### config.mk
export PLATFORM = sky130hd
export DESIGN_NAME = ch_trigger_conditioner
export DESIGN_NICKNAME = d
export VERILOG_FILES = /design/src/rtl/types_pkg.sv /design/src/rtl/ch_sync.sv /design/src/rtl/ch_trigger_conditioner.sv
export SDC_FILE = /design/constraint.sdc
export NUM_CORES = 1
export LEC_CHECK = 0
export CAP_MARGIN = 20
export CORE_MARGIN = 1
export CORE_UTILIZATION = 44
export CTS_CLUSTER_SIZE = 40
export DETAILED_ROUTE_END_ITERATION = 8
export PLACE_DENSITY = 0.67
export SYNTH_ARGS = -nofsm -noshare
export SYNTH_HDL_FRONTEND = slang
export SYNTH_HIERARCHICAL = 1
export SYNTH_SLANG_ARGS = --single-unit
### constraint.sdc
create_clock -name CLK -period 3.61 [get_ports CLK]
set_input_delay 0.722 -clock CLK [delete_from_list [all_inputs] [get_ports CLK]]
set_output_delay 0.722 -clock CLK [all_outputs]
set_load 0.02 [all_outputs]
### src/rtl/types_pkg.sv
// Shared channel types: channel state encoding, trigger-conditioner FSM states,
// and the armed-state helper used by gating logic across the channel.
package types_pkg;

  typedef enum logic [3:0] {
    INIT             = 4'd0,
    SAMPLING_A       = 4'd1,
    SAMPLING_B       = 4'd2,
    SAMPLING_C       = 4'd3,
    SAMPLING_D       = 4'd4,
    SAMPLING_E       = 4'd5,
    SAMPLING_A_AND_B = 4'd6,
    SAMPLING_C_AND_D = 4'd7,
    SAMPLING_ALL     = 4'd8,
    READOUT          = 4'd9,
    STOPPED          = 4'd10
  } state_t;

  typedef enum logic [1:0] {
    TC_IDLE    = 2'd0,
    TC_FIRE    = 2'd1,
    TC_HOLDOFF = 2'd2
  } tc_state_t;

  localparam int unsigned MISSED_W   = 8;
  localparam logic [7:0]  MISSED_MAX = 8'd255;

  // True for the channel states in which a trigger may advance sampling.
  // SAMPLING_E is deliberately excluded.
  function automatic logic is_sampling_state(input state_t st);
    logic armed;
    case (st)
      SAMPLING_A, SAMPLING_B, SAMPLING_C, SAMPLING_D,
      SAMPLING_A_AND_B, SAMPLING_C_AND_D, SAMPLING_ALL: armed = 1'b1;
      default:                                          armed = 1'b0;
    endcase
    return armed;
  endfunction

endpackage

### src/rtl/ch_sync.sv
// Parameterised N-flop synchroniser for an asynchronous single-bit input.
module ch_sync #(
  parameter int unsigned STAGES = 2
) (
  input  logic CLK,
  input  logic RSTB,
  input  logic d,
  output logic q
);

  logic [STAGES-1:0] sync_r;

  // Shift the raw input through the flop chain; all stages clear on reset.
  always_ff @(posedge CLK or negedge RSTB) begin
    if (!RSTB) begin
      sync_r <= '0;
    end else begin
      sync_r <= {sync_r[STAGES-2:0], d};
    end
  end

  assign q = sync_r[STAGES-1];

endmodule

### src/rtl/ch_trigger_conditioner.sv
// Conditions the raw discriminator output into a fixed-width trigger pulse:
// synchronise, rising-edge detect, gate by channel state, enforce a holdoff
// dead time and count edges rejected while busy.
module ch_trigger_conditioner
  import types_pkg::*;
#(
  parameter int unsigned SYNC_STAGES = 2,
  parameter int unsigned PULSE_W     = 2,
  parameter int unsigned HOLDOFF_W   = 8
) (
  input  logic                 CLK,
  input  logic                 RSTB,
  input  logic                 DISC,
  input  logic                 TRIG_EN,
  input  logic [HOLDOFF_W-1:0] HOLDOFF,
  input  state_t               current_state,
  input  logic                 CLR_MISSED,
  output logic                 trigger,
  output logic                 busy,
  output logic [MISSED_W-1:0]  missed_cnt
);

  localparam logic [3:0]           PULSE_LOAD = 4'(PULSE_W - 1);
  localparam logic [2:0]           WARM_DONE  = 3'(SYNC_STAGES + 1);
  localparam logic [HOLDOFF_W-1:0] HO_ONE     = HOLDOFF_W'(1);
  localparam logic [HOLDOFF_W-1:0] HO_ZERO    = HOLDOFF_W'(0);

  logic                 sync_out_s;
  logic                 prev_r;
  logic [2:0]           warm_r;
  logic                 edge_s;
  logic                 armed_s;
  tc_state_t            state_r;
  tc_state_t            state_n_s;
  logic [3:0]           pcnt_r;
  logic [3:0]           pcnt_n_s;
  logic [HOLDOFF_W-1:0] ho_cnt_r;
  logic [HOLDOFF_W-1:0] ho_cnt_n_s;
  logic                 trigger_r;
  logic                 busy_r;
  logic [MISSED_W-1:0]  missed_r;

  ch_sync #(.STAGES(SYNC_STAGES)) u_sync (
    .CLK  (CLK),
    .RSTB (RSTB),
    .d    (DISC),
    .q    (sync_out_s)
  );

  // Previous synchronised value for edge detection, plus a warm-up counter
  // so a level already high across reset is not mistaken for a fresh edge:
  // edges are honoured only once prev holds a genuine post-reset sample.
  always_ff @(posedge CLK or negedge RSTB) begin
    if (!RSTB) begin
      prev_r <= 1'b0;
      warm_r <= 3'd0;
    end else begin
      prev_r <= sync_out_s;
      if (warm_r != WARM_DONE) begin
        warm_r <= warm_r + 3'd1;
      end else begin
        warm_r <= warm_r;
      end
    end
  end

  assign edge_s  = sync_out_s & ~prev_r & (warm_r == WARM_DONE);
  assign armed_s = TRIG_EN & is_sampling_state(current_state);

  // Next-state logic: IDLE -> FIRE on an armed edge, FIRE holds for the full
  // pulse width, then an optional HOLDOFF using the value latched at fire.
  always_comb begin
    state_n_s  = state_r;
    pcnt_n_s   = pcnt_r;
    ho_cnt_n_s = ho_cnt_r;
    case (state_r)
      TC_IDLE: begin
        if (edge_s && armed_s) begin
          state_n_s  = TC_FIRE;
          pcnt_n_s   = PULSE_LOAD;
          ho_cnt_n_s = HOLDOFF;
        end else begin
          state_n_s  = TC_IDLE;
        end
      end
      TC_FIRE: begin
        if (pcnt_r == 4'd0) begin
          if (ho_cnt_r != HO_ZERO) begin
            state_n_s = TC_HOLDOFF;
          end else begin
            state_n_s = TC_IDLE;
          end
        end else begin
          pcnt_n_s = pcnt_r - 4'd1;
        end
      end
      TC_HOLDOFF: begin
        if (ho_cnt_r <= HO_ONE) begin
          state_n_s  = TC_IDLE;
          ho_cnt_n_s = HO_ZERO;
        end else begin
          ho_cnt_n_s = ho_cnt_r - HO_ONE;
        end
      end
      default: begin
        state_n_s  = TC_IDLE;
        pcnt_n_s   = 4'd0;
        ho_cnt_n_s = HO_ZERO;
      end
    endcase
  end

  // FSM state, counters and registered trigger/busy derived from next state.
  always_ff @(posedge CLK or negedge RSTB) begin
    if (!RSTB) begin
      state_r   <= TC_IDLE;
      pcnt_r    <= 4'd0;
      ho_cnt_r  <= HO_ZERO;
      trigger_r <= 1'b0;
      busy_r    <= 1'b0;
    end else begin
      state_r   <= state_n_s;
      pcnt_r    <= pcnt_n_s;
      ho_cnt_r  <= ho_cnt_n_s;
      trigger_r <= (state_n_s == TC_FIRE);
      busy_r    <= (state_n_s != TC_IDLE);
    end
  end

  // Saturating count of edges arriving while busy; clear wins over an edge.
  always_ff @(posedge CLK or negedge RSTB) begin
    if (!RSTB) begin
      missed_r <= 8'd0;
    end else if (CLR_MISSED) begin
      missed_r <= 8'd0;
    end else if (edge_s && (state_r != TC_IDLE) && (missed_r != MISSED_MAX)) begin
      missed_r <= missed_r + 8'd1;
    end else begin
      missed_r <= missed_r;
    end
  end

  assign trigger    = trigger_r;
  assign busy       = busy_r;
  assign missed_cnt = missed_r;

endmodule

==> impl_metrics.json, run 1 <==
{
  "path_delay_family": "simple AND/OR/NAND/NOR gates",
  "crit_arrival_ps": 2490,
  "r2r_slack_ps": 1620,
  "ys_warn_count": 6,
  "leakage_nw": 0.810,
  "portBuffers": 26,
  "grt_pass1_wl_um": 7220,
  "cp.required_ps": 3780,
  "yosysSeqAreaShare": 0.429,
  "synth.distinct_cells": 52,
  "die_w_um": 65.1,
  "syn-cell-area_um2": 1750,
  "cts_hold_buffers": 0,
  "fin_ws_ps": 1290,
  "grt_max_degree": 31,
  "initial_utilization": 0.468,
  "cts_root_buffer": "clkbuf_8",
  "maxSlewViolCount": 0,
  "grt_remaining_overflow": 0,
  "r2r_end": "missed_cnt[6]$_DFFE_PN0P_",
  "dpl-instance-area_um2": 2050,
  "timing.hold.worst.start": "u_sync/sync_r[0]$_DFF_PN0_",
  "cts_tree": "yes",
  "hold-path-endpoint": "u_sync/sync_r[1]$_DFF_PN0_",
  "via_per_inst": 6.07,
  "worst_pin_slew_ps": 788,
  "netlist_instances": 182,
  "worst_r2r_path_depth": 6,
  "synth_top_area_share": 0.429,
  "route.vias.total": 1573,
  "drtIter0Drc": 121,
  "path_cells": "clkdlybuf4s50_1, nor3b_1, or4_1, a21oi_4, o22ai_1",
  "ant_nets": 0,
  "fin_util": 0.573,
  "rsz0062_at_grt": "no",
  "maxCapViolCount": 0,
  "ys_top_cells_by_area": "dfrtp_1 43%, ha_1 4.3%, a21oi_1 4.0%",
  "postCtsResizedCells": 0,
  "synth_commonest_cells": "30 x dfrtp_1, 14 x a21oi_1, 13 x o21ai_0, 10 x nor2_1",
  "wl_per_cell_um": 15.9,
  "ys.flop_type": "dfrtp_1",
  "path_clk_slew_ps": 70,
  "htreeDepth": 2,
  "clk_latency_ps": 280,
  "slowest_stage": "or4_1",
  "fp-row-count": 22,
  "critical_path_class": "primary input to flop",
  "place_ws_ps": 988,
  "design.core.area_um2": 3740,
  "cpPeakStageDelay_ps": 750,
  "dr.pass1.iters": 4,
  "dieArea_um2": 4240,
  "fin_crit_sh": 0.643,
  "p_per_area_nw_per_um2": 314,
  "fin_tns_setup_ps": 0,
  "slew_headroom": 0.470,
  "cp-end-kind": "flop",
  "crit_fanout": 7,
  "routed_wl_um": 4130,
  "grt_pass1_vias": 1564,
  "track_usage": 0.221,
  "final_design_area_no_fill_um2": 2150,
  "max_freq_mhz": 431,
  "cts_setup_buffers": 0,
  "hold_path.class": "flop to flop",
  "ys_ff_latch": 30,
  "drc": 0,
  "areaGrowthSynthToFinish_pct": 22.5,
  "diodes": 0,
  "syn_avg_cell_area_um2": 9.62,
  "run_status": "completed",
  "finalHoldViolations": 0,
  "fp.dieH_um": 65.1,
  "antenna_found_initial": 0,
  "fin_skew_ps": 13.1,
  "ir_drop_v": 0.000256,
  "fin_nets": 233,
  "synth_most_common_cell": "dfrtp_1",
  "cts_max_path_buffers": 2,
  "hold_depth": 0,
  "hold_slack_ps": 354,
  "hpwl_um": 2940,
  "worst-path-buf-inv": 1,
  "cp-start-kind": "primary input",
  "synth_edf_count": 0,
  "post-synth-top-area-cell": "dfrtp_1",
  "io_pins": 27,
  "reg2reg_from": "warm_r[0]$_DFFE_PN0P_",
  "syn-num-nets": 205,
  "gp_congestion": 0.861,
  "async_flop_share": 1.00,
  "setup_viol": 0,
  "cts_buffers": 5,
  "min_period_ps": 2320,
  "drive_above_1_share": 0.0948,
  "cts.sinks": 30
}
==> placed cells by master, fill, tap and decap left out, types with 3 or more instances in the layout <==
master | Yosys | final
nor2_1 | 10 | 10
or3_1 | 6 | 6
inv_1 | 9 | 9
nand3_1 | 4 | 4
or4_1 | 6 | 6
nand2_1 | 9 | 9
ha_1 | 6 | 6
nand2b_1 | 3 | 3
o31ai_1 | 7 | 7
a21oi_1 | 14 | 14
nand4_1 | 4 | 4
clkdlybuf4s50_1 | 0 | 26
dfrtp_1 | 30 | 30
o2bb2ai_1 | 3 | 3
o21ai_0 | 13 | 13
a31oi_1 | 3 | 3
nor3_1 | 5 | 5
o22ai_1 | 3 | 3
clkbuf_8 | 0 | 6
==> cells by family after synthesis <==
group / Yosys count / synth area share
buf+inv: 16 / 0.0379
compound gates: 62 / 0.250
fa+ha+maj: 6 / 0.0429
xor+xnor: 1 / 0.00500
mux: 1 / 0.00643
simple gates: 66 / 0.229
flops: 30 / 0.429
==> worst register-to-register path: cells and delay by family, from the launching register on <==
| kind | cells | cell delay, ps |
|---|---|---|
| and+or+nand+nor | 2 | 790 |
| adders and majority gates | 2 | 430 |
| DFF | 1 | 370 |
| AOI/OAI and AO/OA | 2 | 330 |
==> worst max-delay path by stage <==
stage | from | endpoint | slack, ps | cells past startpoint
3_3_place_gp | current_state[2] | ho_cnt_r[6]$_DFFE_PN0P_ | 1050 | 5
4_1_cts | current_state[2] | ho_cnt_r[6]$_DFFE_PN0P_ | 1290 | 5
6_report | current_state[2] | ho_cnt_r[6]$_DFFE_PN0P_ | 1290 | 5
3_5_place_dp | current_state[2] | ho_cnt_r[6]$_DFFE_PN0P_ | 990 | 5
5_1_grt | current_state[2] | ho_cnt_r[4]$_DFFE_PN0P_ | 1130 | 5
2_1_floorplan | current_state[2] | ho_cnt_r[5]$_DFFE_PN0P_ | 1700 | 5
==> stage by stage <==
step	total power, mW	instances
after floorplan	0.366	182
after global placement	0.396	250
after detailed placement	0.398	250
after CTS	0.677	258
after global routing	0.694	259
final	0.674	259
==> where the power goes <==
part	switching, mW	internal, mW	total [mW]	leakage [nW]
Clock	0.130	0.154	0.284	0.0482
Combinational	0.0260	0.0237	0.0496	0.397
Sequential	0.00228	0.339	0.341	0.365
Total	0.158	0.516	0.674	0.810
==> area by class of cell <==
class | count | area, µm²
clock inverters | 1 | 5.00
clock buffers | 7 | 86.3
multi-input cells | 136 | 935
inverters | 9 | 33.8
repair buffers | 28 | 275
fillers | 352 | 1600
well taps | 48 | 60.1
flip-flops and latches | 30 | 751
==> state kept, by name (all words and copies together) (netlist names) <==
| signal | count |
|---|---|
| busy | 1 |
| ho_cnt_r | 8 |
| missed_cnt | 8 |
| pcnt_r | 4 |
| prev_r | 1 |
| state_r | 2 |
| trigger | 1 |
| u_sync/sync_r | 2 |
| warm_r | 3 |
==> per-layer routing <==
metal,track usage,share of wire,vias to the layer above
met4,0.0652,0.0082,0
met5,0,0,-
met2,0.370,0.49,37
met3,0.0469,0.040,4
met1,0.288,0.46,784
li1,-,-,748
(Power assumes the default switching activity.)
==> inputs of run 2 (changes only) <==
==> constraint.sdc (replaced) <==
create_clock -name CLK -period 2.2 [get_ports CLK]
set_input_delay 0.44 -clock CLK [delete_from_list [all_inputs] [get_ports CLK]]
set_output_delay 0.44 -clock CLK [all_outputs]
set_load 0.02 [all_outputs]
==> run 2 against run 1 <==
- cell count increased by 2.3%
- clock skew decreased by 7.0 ps
- register-to-register slack got worse by 1400 ps
- combinational power increased by 79%
- sequential power increased by 64%
- power increased by 74%
- count of clock-buffer cells in the layout increased by 1
- die area unchanged
==> impl_metrics.json, run 2 (synthesis results as in run 1) <==
{
  "run_status": "completed",
  "r2r_end": "missed_cnt[6]$_DFFE_PN0P_",
  "p_per_area_nw_per_um2": 530,
  "grt_pass1_wl_um": 7150,
  "top_layer": "met4",
  "layout_commonest_cell": "dfrtp_1",
  "finalHoldViolations": 0,
  "grt_pass1_vias": 1545,
  "slew_headroom": 0.518,
  "fp-row-count": 22,
  "ir_drop_v": 0.000430,
  "maxSlewViolCount": 0,
  "rsz0062_at_grt": "no",
  "cts_max_path_buffers": 2,
  "cts_setup_buffers": 0,
  "critical_path_class": "flop to flop",
  "gp_congestion": 0.854,
  "clk_latency_ps": 280,
  "htreeDepth": 2,
  "antenna_found_initial": 0,
  "hpwl_um": 3050,
  "hold-path-endpoint": "u_sync/sync_r[1]$_DFF_PN0_",
  "cp.required_ps": 2400,
  "fin_skew_ps": 6.14,
  "nFillCells": 365,
  "reg2reg_from": "warm_r[0]$_DFFE_PN0P_",
  "drtIter0Drc": 199,
  "dieArea_um2": 4240,
  "leakage_nw": 0.851,
  "wl_met3_um": 185,
  "cts_root_buffer": "clkbuf_8",
  "io_pins": 27,
  "grt_max_degree": 31,
  "track_usage": 0.226,
  "hold_slack_ps": 356,
  "cp-end-kind": "flop",
  "path_clk_slew_ps": 60,
  "min_period_ps": 1980,
  "cts_buffers": 5,
  "wl_per_cell_um": 15.6,
  "ant_nets": 0,
  "drc": 0,
  "drt-met1-wl_um": 1880,
  "cts.sinks": 30,
  "grt_remaining_overflow": 0,
  "fin_crit_sh": 0.901,
  "p_total_mw": 1.17,
  "routed-wl-met2_um": 2000,
  "die_w_um": 65.1,
  "cts_tree": "yes",
  "routed_wl_um": 4140,
  "worst_r2r_path_depth": 6,
  "setup_viol": 0,
  "cp-start-kind": "flop",
  "areaGrowthSynthToFinish_pct": 26.1,
  "hold_path.class": "flop to flop",
  "fin_nets": 239,
  "crit_arrival_ps": 2190,
  "cts_hold_buffers": 0,
  "hold_depth": 0,
  "final_cell_mix": "30 x dfrtp_1, 26 x clkdlybuf4s50_1, 14 x a21oi_1",
  "maxCapViolCount": 0,
  "initial_utilization": 0.468,
  "postCtsResizedCells": 0,
  "via_per_inst": 5.89,
  "timing.hold.worst.start": "u_sync/sync_r[0]$_DFF_PN0_",
  "crit_fanout": 6,
  "max_freq_mhz": 504,
  "fp.dieH_um": 65.1,
  "design.core.area_um2": 3740,
  "r2r_slack_ps": 220,
  "portBuffers": 26,
  "route.vias.total": 1562,
  "dr.pass1.iters": 4,
  "drive_above_1_share": 0.124,
  "worst_pin_slew_ps": 717,
  "dpl-instance-area_um2": 2100,
  "final_design_area_no_fill_um2": 2210,
  "diodes": 0
}
## run 2: where the power goes
part | switching, mW | internal [mW]
combinational | 0.0444 | 0.0446
sequential | 0.00388 | 0.556
clock | 0.206 | 0.316
total | 0.254 | 0.916
## run 2: how the worst max path moves through the flow
stage | startpoint | end | cells after the start | slack, ps
after floorplan | warm_r[0]$_DFFE_PN0P_ | missed_cnt[6]$_DFFE_PN0P_ | 6 | 460
after global placement | current_state[2] | ho_cnt_r[6]$_DFFE_PN0P_ | 6 | 30
after detailed placement | current_state[2] | ho_cnt_r[5]$_DFFE_PN0P_ | 6 | -60
after CTS | warm_r[0]$_DFFE_PN0P_ | missed_cnt[6]$_DFFE_PN0P_ | 6 | 200
after global routing | warm_r[0]$_DFFE_PN0P_ | missed_cnt[6]$_DFFE_PN0P_ | 6 | 90
final | warm_r[0]$_DFFE_PN0P_ | missed_cnt[6]$_DFFE_PN0P_ | 6 | 220
## run 2: cell type report
type / count / area, µm² / area share
tap: 48 / 60.1 / 0.0272
multi-input combinational: 136 / 935 / 0.423
timing repair buffer: 34 / 320 / 0.145
inverter: 9 / 33.8 / 0.0153
clock buffer: 8 / 110 / 0.0498
sequential: 30 / 751 / 0.340
## run 2: metrics by stage
stage	setup slack, ps	utilization	std cells	setup TNS, ps
2_1_floorplan	461	-	182	0
3_3_place_gp	30.3	0.561	257	0
3_5_place_dp	-64.0	0.561	257	-236
4_1_cts	201	0.590	265	0
5_1_grt	93.8	0.590	265	0
6_report	218	0.590	265	0
## run 2: worst max-delay path: stages (launching register included)
cell and delay (ps):
dfrtp_1 360, ha_1 160, ha_1 270, and3b_1 270
o211ai_2 170, or4_1 520, a21oi_1 160
## run 2: layer usage
metal	global-route usage	vias to the layer above
li1	-	763
met3	0.0486	8
met1	0.287	747
met2	0.372	44
met4	0.0951	0
met5	0	-
==> inputs of run 3 (changes only) <==
--- a/config.mk
+++ b/config.mk
@@ -11,6 +11,7 @@
 export CTS_CLUSTER_SIZE = 40
 export DETAILED_ROUTE_END_ITERATION = 8
 export PLACE_DENSITY = 0.67
+export SKIP_CTS_REPAIR_TIMING = 1
 export SYNTH_ARGS = -nofsm -noshare
 export SYNTH_HDL_FRONTEND = slang
 export SYNTH_HIERARCHICAL = 1
==> results of run 3 <==
Same layout as run 2: the final DEF is identical, and so are final timing and power.
